<file path="src/rtl/servo_pkg.sv">
`default_nettype none
// +----------------------------------------------------------------------------+
// | Package     : servo_pkg                                                    |
// | Description : Shared types, constants and arithmetic helpers for the       |
// |               hobby-servo PWM generator.                                   |
// |               - state_t        : two-state run/idle machine encoding       |
// |               - POS_W          : width of a servo position (6 bits)        |
// |               - CENTER_POS     : neutral position loaded at reset          |
// |               - calc_width_us  : position -> pulse width in microseconds   |
// |               - slew_step      : rate-limited move of a position           |
// | Revision    : 1.0  initial release                                         |
// +----------------------------------------------------------------------------+
package servo_pkg;

   localparam int unsigned      POS_W      = 6;
   localparam logic [POS_W-1:0] CENTER_POS = 6'd32;

   // Pulse-width arithmetic is carried at 32 bits, comfortably above the
   // 16-bit floor needed so MIN_US + 63*STEP_US never wraps for sane values.
   localparam int unsigned      WIDTH_W    = 32;

   typedef enum logic [0:0] {
      IDLE = 1'b0,
      RUN  = 1'b1
   } state_t;

   // Pulse width, in microseconds, that a given position maps onto.
   function automatic logic [WIDTH_W-1:0] calc_width_us(
      input logic [POS_W-1:0] pos,
      input int unsigned      min_us,
      input int unsigned      step_us
   );
      return WIDTH_W'(min_us) + (WIDTH_W'(pos) * WIDTH_W'(step_us));
   endfunction

   // Move cur toward tgt by at most slew units. slew is limited to 1..63 so
   // it always fits in a position-wide value.
   function automatic logic [POS_W-1:0] slew_step(
      input logic [POS_W-1:0] cur,
      input logic [POS_W-1:0] tgt,
      input int unsigned      slew
   );
      logic [POS_W-1:0] diff;
      logic [POS_W-1:0] lim;
      logic [POS_W-1:0] mv;
      lim = POS_W'(slew);
      if (tgt >= cur) begin
         diff = tgt - cur;
         mv   = (diff > lim) ? lim : diff;
         return cur + mv;
      end
      else begin
         diff = cur - tgt;
         mv   = (diff > lim) ? lim : diff;
         return cur - mv;
      end
   endfunction

endpackage : servo_pkg
`default_nettype wire

</file>
<file path="src/rtl/servo_tick_gen.sv">
`default_nettype none
// +----------------------------------------------------------------------------+
// | Module      : servo_tick_gen                                               |
// | Description : Free-running 1 us prescaler. Counts 0..TICK_DIV-1 and        |
// |               flags the terminal count on 'tick'.                          |
// | Ports       : clk_clk     in  system clock                                 |
// |               reset_reset in  synchronous active-high reset                |
// |               clear       in  hold the count at zero while high            |
// |               tick        out high during the terminal-count cycle         |
// | Revision    : 1.0  initial release                                         |
// +----------------------------------------------------------------------------+
module servo_tick_gen #(
   parameter int unsigned TICK_DIV = 50
) (
   input  logic clk_clk,
   input  logic reset_reset,
   input  logic clear,
   output logic tick
);

   // A divide-by-one prescaler still needs a one-bit register so the
   // terminal-count compare has something to look at; it simply stays at 0.
   localparam int unsigned      CNT_W      = (TICK_DIV > 1) ? $clog2(TICK_DIV) : 1;
   localparam logic [CNT_W-1:0] C_TERMINAL = CNT_W'(TICK_DIV - 1);

   logic [CNT_W-1:0] r_cnt;

   // Combinational so the owning FSM sees the tick in the same cycle the
   // count reaches its end, keeping each microsecond exactly TICK_DIV cycles.
   assign tick = (r_cnt == C_TERMINAL);

   always_ff @(posedge clk_clk) begin
      if (reset_reset || clear) begin
         r_cnt <= '0;
      end
      else if (tick) begin
         r_cnt <= '0;
      end
      else begin
         r_cnt <= r_cnt + CNT_W'(1);
      end
   end

endmodule : servo_tick_gen
`default_nettype wire

</file>
<file path="src/rtl/servo_pwm_gen.sv">
`default_nettype none
// +----------------------------------------------------------------------------+
// | Module      : servo_pwm_gen                                                |
// | Description : Hobby-servo PWM generator. Emits one pulse per FRAME_US      |
// |               frame whose width is MIN_US + cur_pos*STEP_US microseconds.  |
// |               The target position is sampled once per frame and the       |
// |               driven position walks toward it at most SLEW units/frame.    |
// | Ports       : clk_clk     in  system clock                                 |
// |               reset_reset in  synchronous active-high reset                |
// |               pos_in[5:0] in  requested position                           |
// |               enable      in  run the PWM while high                       |
// |               pwm_out     out servo control pulse (registered)             |
// |               frame_start out one-cycle strobe on frame cycle 0 (reg)      |
// |               cur_pos[5:0]out position being driven this frame (reg)      |
// |               busy        out cur_pos has not yet reached the target      |
// | Revision    : 1.0  initial release                                         |
// +----------------------------------------------------------------------------+
module servo_pwm_gen
   import servo_pkg::*;
#(
   parameter int unsigned CLK_HZ   = 50_000_000,
   parameter int unsigned TICK_DIV = CLK_HZ / 1_000_000,
   parameter int unsigned FRAME_US = 20000,
   parameter int unsigned MIN_US   = 1000,
   parameter int unsigned STEP_US  = 16,
   parameter int unsigned SLEW     = 1
) (
   input  logic             clk_clk,
   input  logic             reset_reset,
   input  logic [POS_W-1:0] pos_in,
   input  logic             enable,
   output logic             pwm_out,
   output logic             frame_start,
   output logic [POS_W-1:0] cur_pos,
   output logic             busy
);

   localparam int unsigned      US_W      = (FRAME_US > 1) ? $clog2(FRAME_US) : 1;
   localparam logic [US_W-1:0]  C_US_LAST = US_W'(FRAME_US - 1);

   // ------------------------------------------------------------------------
   // State
   // ------------------------------------------------------------------------
   state_t             r_state;
   logic [US_W-1:0]    r_us_cnt;
   logic [POS_W-1:0]   r_target;
   logic [POS_W-1:0]   r_cur_pos;
   logic               r_pwm;
   logic               r_frame_start;

   // ------------------------------------------------------------------------
   // Microsecond prescaler
   // ------------------------------------------------------------------------
   logic w_tick;
   logic w_clear;

   // Holding the prescaler clear whenever the machine is idle or about to
   // go idle guarantees the first RUN cycle always starts at count 0.
   assign w_clear = (r_state != RUN) || !enable;

   servo_tick_gen #(
      .TICK_DIV (TICK_DIV)
   ) u_tick_gen (
      .clk_clk     (clk_clk),
      .reset_reset (reset_reset),
      .clear       (w_clear),
      .tick        (w_tick)
   );

   // ------------------------------------------------------------------------
   // Next-cycle values
   // ------------------------------------------------------------------------
   logic                 w_frame_wrap;
   logic                 w_frame_begin;
   logic [US_W-1:0]      w_us_next;
   logic [POS_W-1:0]     w_next_pos;
   logic [WIDTH_W-1:0]   w_next_width;
   logic [WIDTH_W-1:0]   w_cur_width;

   assign w_frame_wrap  = (r_state == RUN) && w_tick && (r_us_cnt == C_US_LAST);

   // A frame begins either on entry from IDLE or on the microsecond wrap.
   assign w_frame_begin = enable && ((r_state == IDLE) || w_frame_wrap);

   assign w_us_next     = w_tick ? (r_us_cnt + US_W'(1)) : r_us_cnt;

   // Position and width the next frame will use; the target is sampled from
   // pos_in at the same edge, so the step is computed against pos_in here.
   assign w_next_pos    = slew_step(r_cur_pos, pos_in, SLEW);
   assign w_next_width  = calc_width_us(w_next_pos, MIN_US, STEP_US);
   assign w_cur_width   = calc_width_us(r_cur_pos, MIN_US, STEP_US);

   // ------------------------------------------------------------------------
   // Control FSM and registered outputs
   // ------------------------------------------------------------------------
   always_ff @(posedge clk_clk) begin
      if (reset_reset) begin
         r_state       <= IDLE;
         r_us_cnt      <= '0;
         r_target      <= CENTER_POS;
         r_cur_pos     <= CENTER_POS;
         r_pwm         <= 1'b0;
         r_frame_start <= 1'b0;
      end
      else if (!enable) begin
         // Dropping enable truncates any pulse in flight on the next cycle.
         r_state       <= IDLE;
         r_us_cnt      <= '0;
         r_pwm         <= 1'b0;
         r_frame_start <= 1'b0;
      end
      else if (w_frame_begin) begin
         // Frame cycle 0: latch the target, take one slew step and let the
         // new position govern this very frame.
         r_state       <= RUN;
         r_us_cnt      <= '0;
         r_target      <= pos_in;
         r_cur_pos     <= w_next_pos;
         r_pwm         <= (w_next_width != '0);
         r_frame_start <= 1'b1;
      end
      else begin
         // Mid-frame: only the microsecond counter moves; pos_in is ignored
         // until the next frame boundary.
         r_state       <= RUN;
         r_us_cnt      <= w_us_next;
         r_pwm         <= (WIDTH_W'(w_us_next) < w_cur_width);
         r_frame_start <= 1'b0;
      end
   end

   assign pwm_out     = r_pwm;
   assign frame_start = r_frame_start;
   assign cur_pos     = r_cur_pos;
   assign busy        = (r_cur_pos != r_target);

endmodule : servo_pwm_gen
`default_nettype wire

</file>
<file path="config.mk">
export PLATFORM = sky130hd
export DESIGN_NAME = servo_pwm_gen
export DESIGN_NICKNAME = d
export VERILOG_FILES = /design/src/rtl/servo_pkg.sv /design/src/rtl/servo_tick_gen.sv /design/src/rtl/servo_pwm_gen.sv
export SDC_FILE = /design/constraint.sdc
export NUM_CORES = 1
export LEC_CHECK = 0
export CORE_UTILIZATION = 43
export DETAILED_ROUTE_END_ITERATION = 10
export SETUP_SLACK_MARGIN = 0.4
export SLEW_MARGIN = 30
export SYNTH_ARGS = -nofsm -noshare
export SYNTH_HDL_FRONTEND = slang
export SYNTH_SLANG_ARGS = --single-unit
</file>
<file path="constraint.sdc">
create_clock -name clk_clk -period 7.4 [get_ports clk_clk]
set_input_delay 1.48 -clock clk_clk [delete_from_list [all_inputs] [get_ports clk_clk]]
set_output_delay 1.48 -clock clk_clk [all_outputs]
set_load 0.02 [all_outputs]
</file>
# [After elaboration in Yosys (flattened, before gate mapping)]
# Index checks and enable logic that the tools add are counted.
[classes] add_sub_neg=8 order_cmp=4 n_eq_ne=3 muxes=7 bitwise=2 n_reduce_logical=12
[ops] cell="$reduce_bool A32 Y1" count=1
[ops] cell="$add A10 B10 Y11 const A" count=2
[ops] cell="$mux W6" count=3
[ops] cell="$sub A6 B6 Y6" count=3
[ops] cell="$add A15 B1 Y15 const B" count=1
[ops] cell="$eq A15 B15 Y1 const B" count=1
[ops] cell="$lt A15 B11 Y1" count=1
[ops] cell="$mux W15" count=1
[ops] cell="$gt A6 B1 Y1 const B" count=2
[ops] cell="$add A6 B1 Y6 const B" count=1
[ops] cell="$add A6 B6 Y6" count=1
[ops] cell="$eq A6 B6 Y1 const B" count=1
[ops] cell="$ge A6 B6 Y1" count=1
[ops] cell="$ne A6 B6 Y1" count=1
[ops] cell="$reduce_or A2 Y1" count=2
[ops] cell="$logic_and A1 B1 Y1" count=3
[ops] cell="$logic_or A1 B1 Y1" count=3
[ops] cell="$mux W1" count=3
[ops] cell="$reduce_or A3 Y1" count=1
[ops] cell="$not A1 Y1" count=2
[ops] cell="$reduce_and A2 Y1" count=1
[ops] cell="$logic_not A1 Y1" count=1
[totals] regBits=36 in_bits=9 output_inout_bits=9 wordCells=43

# [Longest topological paths before layout]
# Gate-level depths: netlist of the first run.
[logic_depth] word_depth=8 depth_mapped=18 ltp_nobuf=18

# [Hierarchy]
# A second synthesis of the first run with hierarchy kept.
[unflattened] cells_unflattened=292 area_unflattened_um2=2576.2
[by_module_without_submodules] mod="servo_pwm_gen" instances=1 cells_each=264 area_each_um2=2290.9 seq_area_each_um2=600.6
[by_module_without_submodules] mod="servo_tick_gen" instances=1 cells_each=28 area_each_um2=285.3 seq_area_each_um2=120.1

# [Worst setup path before layout of the first run]
# No wires, ideal clock.
[synth_timing] kind="input -> register" startpoint="in pos_in[2]" endpoint="reg r_cur_pos[5], in the netlist cur_pos[5]" setup_time_ns=0.117 arrival_time_ns=4.629 required_time_ns=7.283 setup_slack_ns=2.654 cell_stages=16 n_path_buf=1 cell_sequence="inv_1 > ha_1 > clkbuf_1 > and3b_1 > nor4_1 > o2111ai_1 > a21oi_1 > ha_1 > and2_1 > ha_1 > a211oi_1 > o21bai_1 > a21oi_1 > nand2_1 > nor4_1 > and4b_1"
[synth_between] elab_chain_cells=5 elab_cells_between_ends=10 classes_between="add/sub: 4; order compare: 3; mux: 3"
[synth_lines] element="start: declaration" line_no="servo_pwm_gen.sv:30" text="input logic [POS_W-1:0] pos_in,"
[synth_lines] element="$sub A6 B6 Y6 (on tied branches)" line_no="servo_pkg.sv:53, servo_pkg.sv:48"
[synth_lines] element="$gt A6 B1 Y1 (on tied branches)" line_no="servo_pkg.sv:54, servo_pkg.sv:49"
[synth_lines] element="$mux W6 (on tied branches)" line_no="servo_pkg.sv:54, servo_pkg.sv:49"
[synth_lines] element="$sub A6 B6 Y6 / $add A6 B6 Y6 (equally long branches)" line_no="servo_pkg.sv:55, servo_pkg.sv:50"
[synth_lines] element="$mux W6 (*)" line_no="servo_pkg.sv:47" text="if (tgt >= cur) begin"
[synth_lines] element="end signal: assignment" line_no="servo_pwm_gen.sv:118" text="r_cur_pos <= w_next_pos;"
[synth_lines] element="end: declaration" line_no="servo_pwm_gen.sv:47" text="logic [POS_W-1:0] r_cur_pos;"
# Every way passes the cells marked *; elsewhere a longest branch is shown, timed or not.
# A chain may end at the register's enable or synchronous reset.

# [Worst setup path after layout of the first run]
# Ends and elaborated chain as after synthesis.

==> results of run 1 <==
[per-layer routing]
layer  share of wire  wire [um]
met5               0          0
met2            0.43       2380
met4           0.013         75
met1            0.52       2930
met3           0.037        210
[state kept, by name (all words and copies together), names as in the netlist]
signal	count
frame_start	1
r_target	6
u_tick_gen.r_cnt	6
r_us_cnt	15
cur_pos	6
r_state	1
pwm_out	1
[worst max path at each step]
stage                   start                      end  slack (ns)
floorplan           pos_in[2]  cur_pos[5]$_SDFFE_PP1P_        2.65
global placement    pos_in[2]  cur_pos[5]$_SDFFE_PP1P_        1.98
detailed placement  pos_in[2]  cur_pos[5]$_SDFFE_PP1P_        1.78
CTS                 pos_in[2]  cur_pos[5]$_SDFFE_PP1P_        2.08
global route        pos_in[1]  cur_pos[5]$_SDFFE_PP1P_        1.70
finish              pos_in[2]  cur_pos[5]$_SDFFE_PP1P_        2.03
[cell usage after synthesis (all sizes together) (2+ instances only)]
master and n:
a211oi 5, a21o 4, a21oi 15, and2 4, and3 4, and4 4
buf 3, clkbuf 2, dfxtp 36, fa 3, ha 28, inv 25
mux2i 3, nand2 17, nand3 10, nand4 4, nor2 39, nor2b 12
nor3 10, nor4 5, o2111ai 2, o211ai 4, o21a 5, o21ai 6
or3b 2, xnor2 22, xor2 10
[power by group through the flow]
stage	Sequential (mW)	Combinational, mW	Clock, mW
6_report	0.234	0.362	0.149
5_1_grt	0.236	0.405	0.158
4_1_cts	0.234	0.360	0.151
3_5_place_dp	0.238	0.357	0
3_3_place_gp	0.238	0.356	0
2_1_floorplan	0.242	0.257	0
[cell families after synthesis]
logic type               after synthesis  share of synthesized area
XOR/XNOR                              32                      0.109
multiplexers                           3                     0.0117
flip-flops                            36                      0.280
other                                  1                    0.00146
buffers and inverters                 30                     0.0452
adder cells (fa/ha/maj)               31                      0.159
AND/OR/NAND/NOR                      120                      0.246
AO/OA/AOI/OAI                         53                      0.147
[layout make-up]
class                   instances  area (sq um)
clock buffers                   7          86.3
inverters                      25          93.8
well taps                      72          90.1
clock inverters                 1          7.51
fillers                       547          2740
multi-input cells             240          1740
flip-flops and latches         36           721
repair buffers                 17           170
[metrics by stage]
stage               instances  instance area (sq um)  setup slack, ns  hold WS (ns)
finish                    398                   2910             2.03         0.472
global route              398                   2910             1.70         0.496
detailed placement        390                   2810             1.78         0.460
floorplan                 306                   2570             2.65         0.433
CTS                       398                   2910             2.08         0.478
global placement          390                   2810             1.98         0.450
==> flow_summary.ini, run 1 <==
[status]
status = complete, no violations

[power]
seqPwrFrac = 0.314
p_sw_frac = 0.404
p_clk_frac = 0.200
p_sw_mw = 0.301
power.internal_mw = 0.444
p_per_area_nw_per_um2 = 256
p_leak_nw = 1.15
p_total_mw = 0.745
ir_drop_mv = 0.181
p_comb_frac = 0.486

[setup_path]
cp_max_fo = 8
crit_required_ns = 7.59
rr_worst_depth = 15
crit_chain = clkdlybuf4s50_1, inv_1, ha_1, and3b_1, nor4_1, o2111ai_1, a21oi_1, ha_1, and2_1, ha_1, a211oi_1, o21bai_1, a21oi_1, nand2_1, nor4_1, and4b_1
regToRegSetupSlack_ns = 3.12
path_delay_family = compound AO/OA/AOI/OAI gates
crit_top_cell = ha_1
arrival_ns = 5.55
crit-reg2reg-launch = cur_pos[1]$_SDFFE_PP0P_
startpoint_type = input port
critPathSlowestCell = clkdlybuf4s50_1
worstSetupEndpointType = flip-flop
worstSetupPathType = in2reg
slowest_delay_ns = 0.50
worst-path-stages = 16
rr_endpoint = cur_pos[5]$_SDFFE_PP1P_
path_buf_inv = 2

[placed_design]
hpwlAfterDp_um = 4340
io_buffers = 17
gp_congestion = 0.899

[grt]
grt_pass1_vias = 2056
grtUsageMet1 = 0.266
gr-usage-met2 = 0.304
grt_max_degree = 19
antenna_found_initial = 0
grtUsageTotal = 0.194
top_usage_layer = met2
grt_pass1_wl_um = 9400
grt_overflow = 0
grt_use_met3 = 0.0356

[timing]
hold_viol = 0
relSlewSlack = 0.435
rsz0062_at_grt = false
worstMarginPinSlew_ns = 0.847
period_minus_slack_ns = 5.37
max_freq_mhz = 186
setup_viol = 0
clock_skew_ns = 0.00449
min_period_over_period = 0.725
drv_slew = 0
finalSetupTns_ns = 0

[clock_network]
clock_latency_ns = 0.29
ctsHtreeMaxLevel = 2
cts_resized = 0
cts-buffers-inserted = 5
clock_path_buffers = 2
ctsHoldBuffers = 0
cts.clk_slew.worst_paths_ns = 0.08
root_buffer = clkbuf_8
post_cts_buffers = 0
cts_tree = done
numClockSinks = 36

[route]
drc = 0
detail-route-antenna-nets = 0
drt-initial-drc-count = 94
drt_wl_total_um = 5600
vias = 2133
vias_per_cell = 5.36
wl_per_cell_um = 14.1
drt_pass1_iterations = 4

[min_path]
min_from = u_tick_gen.r_cnt[0]$_SDFF_PP0_
hp-class = reg2reg
worstHoldPathCells = 1
holdPathEnd = u_tick_gen.r_cnt[0]$_SDFF_PP0_

[die]
pin_count = 18
fp.dieArea_sq_um = 6300
core.rowCount = 27
initial_utilization = 0.456
die_y_um = 79.4
design.core.area_sq_um = 5640
die_w_um = 79.4

[synthesis]
syn_area_sq_um = 2570
syn_inst = 306
async_flop_share = 0
ys_ff_latch = 36
syn_nets = 346
seq_area_frac_synth = 0.280
synth-edff-count = 0
synth_flop_cell = dfxtp_1
yosysWarnings = 0
yosys.area.top_type = dfxtp_1
synth.avg_cell_area_sq_um = 8.41
ys_types = 54
netlist_top_cells_area = dfxtp_1 (28%), ha_1 (14%), xnor2_1 (7.5%)
synth_top_area_frac = 0.280

[finish]
final_cell_mix = nor2_1 (39), dfxtp_1 (36), ha_1 (28)
antenna_cells = 0
layout.nets = 365
fin_util = 0.515
layout-drive-gt1-share = 0.0521
area_growth_pct = 12.9
final_common_cell = nor2_1

[run]
maxCapViolCount = 0
Power figures use the tool's default switching activity.
==> run 2: changes to the inputs <==
==> constraint.sdc (replaced) <==
create_clock -name clk_clk -period 5.4 [get_ports clk_clk]
set_input_delay 1.08 -clock clk_clk [delete_from_list [all_inputs] [get_ports clk_clk]]
set_output_delay 1.08 -clock clk_clk [all_outputs]
set_load 0.02 [all_outputs]
==> run 2 against run 1 <==
- clock skew rose by 0.0022 ns
- sequential power rose by 37%
- combinational power rose by 41%
- final cell count rose by 0.50%
- first-iteration DRC count rose by 3.2%
- worst hold slack got worse by 0.0012 ns
- utilization rose by 0.42 points
- die area did not move
==> flow_summary.ini, run 2 (synthesis gave the netlist of run 1 again) <==
[placed_design]
hpwlAfterDp_um = 4360
dp_slack_ns = 0.416
io_buffers = 17
gp_congestion = 0.907

[finish]
layout.nets = 367
antenna_cells = 0
final_common_cell = nor2_1
area_growth_pct = 13.8
final_cell_mix = nor2_1 (39), dfxtp_1 (36), ha_1 (28)
regMostFlops = r_us_cnt
layout-drive-gt1-share = 0.0640
largest_reg_flops = 15

[route]
drt-initial-drc-count = 97
vias = 2108
drc = 0
drt_pass1_iterations = 4
detail-route-antenna-nets = 0
vias_per_cell = 5.27
drt_wl_total_um = 5630
wl_per_cell_um = 14.1

[timing]
finalSetupTns_ns = 0
drv_slew = 0
hold_viol = 0
max_freq_mhz = 221
rsz0062_at_grt = false
clock_skew_ns = 0.00668
relSlewSlack = 0.471
worstMarginPinSlew_ns = 0.793
period_minus_slack_ns = 4.53
setup_viol = 0
min_period_over_period = 0.839
setup_slack_ns = 0.871

[setup_path]
startpoint_type = input port
slowest_delay_ns = 0.50
worstSetupPathType = in2reg
worstSetupEndpointType = flip-flop
crit_top_cell = ha_1
cp_max_fo = 8
crit_required_ns = 5.58
critPathSlowestCell = clkdlybuf4s50_1
crit_chain = clkdlybuf4s50_1, inv_1, ha_1, and3b_1, nor4_1, o2111ai_1, a21oi_1, ha_1, and2_1, ha_1, a211oi_2, o21bai_1, a21oi_2, nand2_1, nor4_1, and4b_1
arrival_ns = 4.71

[die]
design.core.area_sq_um = 5640
pin_count = 18
core.rowCount = 27
fp.dieArea_sq_um = 6300
initial_utilization = 0.456
die_w_um = 79.4
die_y_um = 79.4

[grt]
grt_pass1_vias = 1981
grtUsageTotal = 0.200
grt_pass1_wl_um = 9650
grt_overflow = 0
antenna_found_initial = 0
grt_max_degree = 19

[power]
p_leak_nw = 1.16
ir_drop_mv = 0.249
p_per_area_nw_per_um2 = 353

[clock_network]
numClockSinks = 36
post_cts_buffers = 0
clock_latency_ns = 0.29
cts.clk_slew.worst_paths_ns = 0.07
clock_path_buffers = 2
cts-buffers-inserted = 5
ctsHtreeMaxLevel = 2
cts_tree = done
root_buffer = clkbuf_8

[status]
status = complete, no violations

[run]
maxCapViolCount = 0

[min_path]
hp-class = reg2reg
-- run 2: changes by cell type in the layout (fill, tap and decap cells not counted), sizes merged --
cell  delta
buf      +2
-- run 2: routing by layer --
metal  vias to the layer above  global-route usage  wire length (um)
li1                       1108                   -                 -
met1                       965               0.294              3010
met2                        29               0.291              2390
met3                         6              0.0391               157
met4                         0              0.0564                69
met5                         -                   0                 0
-- run 2: repair_timing --
item,in CTS,in global routing
hold buffers,0,0
endpoints found under the setup margin,0,1
resized for setup,0,2
-- run 2: path summary, 6_finish.rpt --
check                           slack, ns  cells past startpoint                              to                      startpoint
worst min-delay path                 0.47                      1  u_tick_gen.r_cnt[0]$_SDFF_PP0_  u_tick_gen.r_cnt[0]$_SDFF_PP0_
worst max register to register       1.55                     16         cur_pos[4]$_SDFFE_PP0P_         cur_pos[1]$_SDFFE_PP0P_
worst max-delay path                 0.87                     16         cur_pos[5]$_SDFFE_PP1P_                       pos_in[2]
worst min register to register       0.47                      1  u_tick_gen.r_cnt[0]$_SDFF_PP0_  u_tick_gen.r_cnt[0]$_SDFF_PP0_
-- run 2: cell type report --
cell class | instances | area [sq um]
Clock buffer | 7 | 86.3
Tap cell | 72 | 90.1
Sequential cell | 36 | 721
Clock inverter | 1 | 7.51
Fill cell | 542 | 2710
Multi-Input combinational cell | 240 | 1750
Timing Repair Buffer | 19 | 185
Inverter | 25 | 93.8
-- run 2: critical path: cells and delay by family --
| family | cells | cell delay, ns |
|---|---|---|
| compound gates | 5 | 0.94 |
| simple gates | 6 | 1.11 |
| fa+ha+maj | 3 | 0.96 |
| buf+inv | 2 | 0.60 |
-- run 2: per-stage QoR --
stage / power (mW) / hold WS [ns] / area [sq um] / instances / util
after detailed placement: 0.822 / 0.464 / 2830 / 392 / 0.501
final: 1.03 / 0.471 / 2930 / 400 / 0.519
after floorplan: 0.684 / 0.433 / 2570 / 306 / -
after global routing: 1.12 / 0.498 / 2930 / 400 / 0.519
after global placement: 0.820 / 0.449 / 2830 / 392 / 0.501
after CTS: 1.03 / 0.481 / 2920 / 400 / 0.518
-- run 2: where the power goes --
| group | internal [mW] | switching (mW) |
|---|---|---|
| combinational | 0.233 | 0.277 |
| sequential | 0.283 | 0.0382 |
| clock | 0.104 | 0.0996 |
==> variant (flow settings as in run 2) <==
Reset style: asynchronous (`reset_reset`), changed in one clocked block. Comments in the files are not updated.
--- a/src/rtl/servo_pwm_gen.sv
+++ b/src/rtl/servo_pwm_gen.sv
@@ -93,7 +93,7 @@
    // ------------------------------------------------------------------------
    // Control FSM and registered outputs
    // ------------------------------------------------------------------------
-   always_ff @(posedge clk_clk) begin
+   always_ff @(posedge clk_clk or posedge reset_reset) begin
       if (reset_reset) begin
          r_state       <= IDLE;
          r_us_cnt      <= '0;
Check against the original RTL: differs if reset_reset is asserted again (counterexample within 4 cycles, from zero or initial values and one cycle with reset_reset high); with reset_reset held inactive, the same outputs for 10 cycles.
==> variant against run 2 <==
- sequential cell count unchanged
- design area up 8.1%
- count of clock-buffer cells in the layout shrank 1
- first-iteration DRC count decreased by 35%
- clock skew decreased by 0.0027 ns
- utilization rose by 0.31 points
- area after synthesis increased by 7.2%
- worst setup slack got worse by 0.27 ns
- power grew 42%
- routed wire length increased by 4.8%
- critical endpoint is now cur_pos[5]$_DFFE_PP1P_
- largest cell class unchanged
==> variant: results (changes against run 2) <==
[run_status]
status = complete, no violations  ; unchanged

[worst_setup_path]
worst_path_dominant_cell_family = compound AO/OA/AOI/OAI gates  ; was simple AND/OR/NAND/NOR gates
crit_arrival_ns = 5.02  ; was 4.71 ns
critical-path-max-stage-delay_ns = 0.45  ; was 0.50 ns
reg2reg_depth = 15  ; was 16
worstPathMaxFanout = 6  ; was 8

[layout]
nNetsFinal = 348  ; was 367
drive_gt1_share_pct = 14.2  ; was 6.40%
nFillCells = 572  ; was 542
finish.utilization_pct = 52.2  ; was 51.9%

[drt]
drtIter0Drc = 63  ; was 97
vias = 2095  ; was 2108

[placed_design]
gp_congestion = 0.835  ; was 0.907
dpl_cell_area_um2 = 3010  ; was 2830 µm²

[synthesis]
ys_seq_area_share_pct = 31.7  ; was 28.0%
ys.flop_type = dfrtp_1  ; was dfxtp_1
synthArstFlopShare_pct = 83.3  ; was 0%
synth_nets = 323  ; was 346
ys_top_cells_by_area = dfrtp_1 25%, ha_1 13%, xnor2_1 6.7%, dfxtp_1 4.4%, xor2_1 4.1%  ; was dfxtp_1 28%, ha_1 14%, xnor2_1 7.5%, nor2_1 5.7%, inv_1 3.6%
synthTopCellsByCount = 28 x dfrtp_1, 28 x ha_1, 21 x xnor2_1  ; was 39 x nor2_1, 36 x dfxtp_1, 28 x ha_1
syn_area_per_cell_um2 = 9.75  ; was 8.41 µm²
ys_types = 61  ; was 54

[timing]
skew_ns = 0.00400  ; was 0.00668 ns
max_slew.worst_pin.slew_ns = 0.631  ; was 0.793 ns

[global_route]
grt_use_total_pct = 19.7  ; was 20.0%

[power]
p_leak_nw = 1.38  ; was 1.16 nW

==> variant: worst paths after layout <==
kind                                           startpoint                             end  slack (ns)
min in group asynchronous                     reset_reset          cur_pos[2]$_DFFE_PP0P_        1.17
hold reg to reg            u_tick_gen.r_cnt[0]$_SDFF_PP0_  u_tick_gen.r_cnt[0]$_SDFF_PP0_        0.48
setup / recovery                                pos_in[0]          cur_pos[5]$_DFFE_PP1P_        0.60
hold / removal             u_tick_gen.r_cnt[0]$_SDFF_PP0_  u_tick_gen.r_cnt[0]$_SDFF_PP0_        0.48
max in group asynchronous                     reset_reset          cur_pos[5]$_DFFE_PP1P_        3.89
setup reg to reg                   cur_pos[1]$_DFFE_PP0P_          cur_pos[5]$_DFFE_PP1P_        1.24
==> variant: kinds of logic after synthesis <==
logic type                 synth area share (%)
AOI/OAI and AO/OA                          14.2
xor gates and xnor gates                   10.8
adders and majority gates                  14.9
buffers and inverters                      4.35
DFF                                        31.7
muxes                                      3.58
other                                     0.136
and+or+nand+nor                            20.4
==> variant: timing repair <==
item / in CTS / in global routing
setup buffers: 0 / 3
endpoints found under the setup margin: 0 / 1
resized for setup: 0 / 8
==> variant: where the power goes <==
part / switching (mW) / total, mW / internal, mW
sequential: 0.0502 / 0.353 / 0.303
combinational: 0.480 / 0.870 / 0.389
clock: 0.104 / 0.241 / 0.137
==> variant: cell type report <==
cell class | count | area share, %
clock buffers | 6 | 2.29
inverters | 20 | 2.37
multi-input cells | 221 | 56.6
clock inverters | 2 | 1.11
repair buffers | 24 | 7.11
well taps | 75 | 2.96
flip-flops and latches | 36 | 27.6
==> variant: per-layer routing <==
metal | routed length (µm) | GRT usage [%] | part of all wire, % | up-vias
met5 | 0 | 0 | 0 | -
met4 | 57 | 4.21 | 0.97 | 0
met3 | 220 | 4.07 | 3.7 | 8
met2 | 2600 | 29.9 | 44 | 36
met1 | 3020 | 28.6 | 51 | 999
li1 | - | - | - | 1052
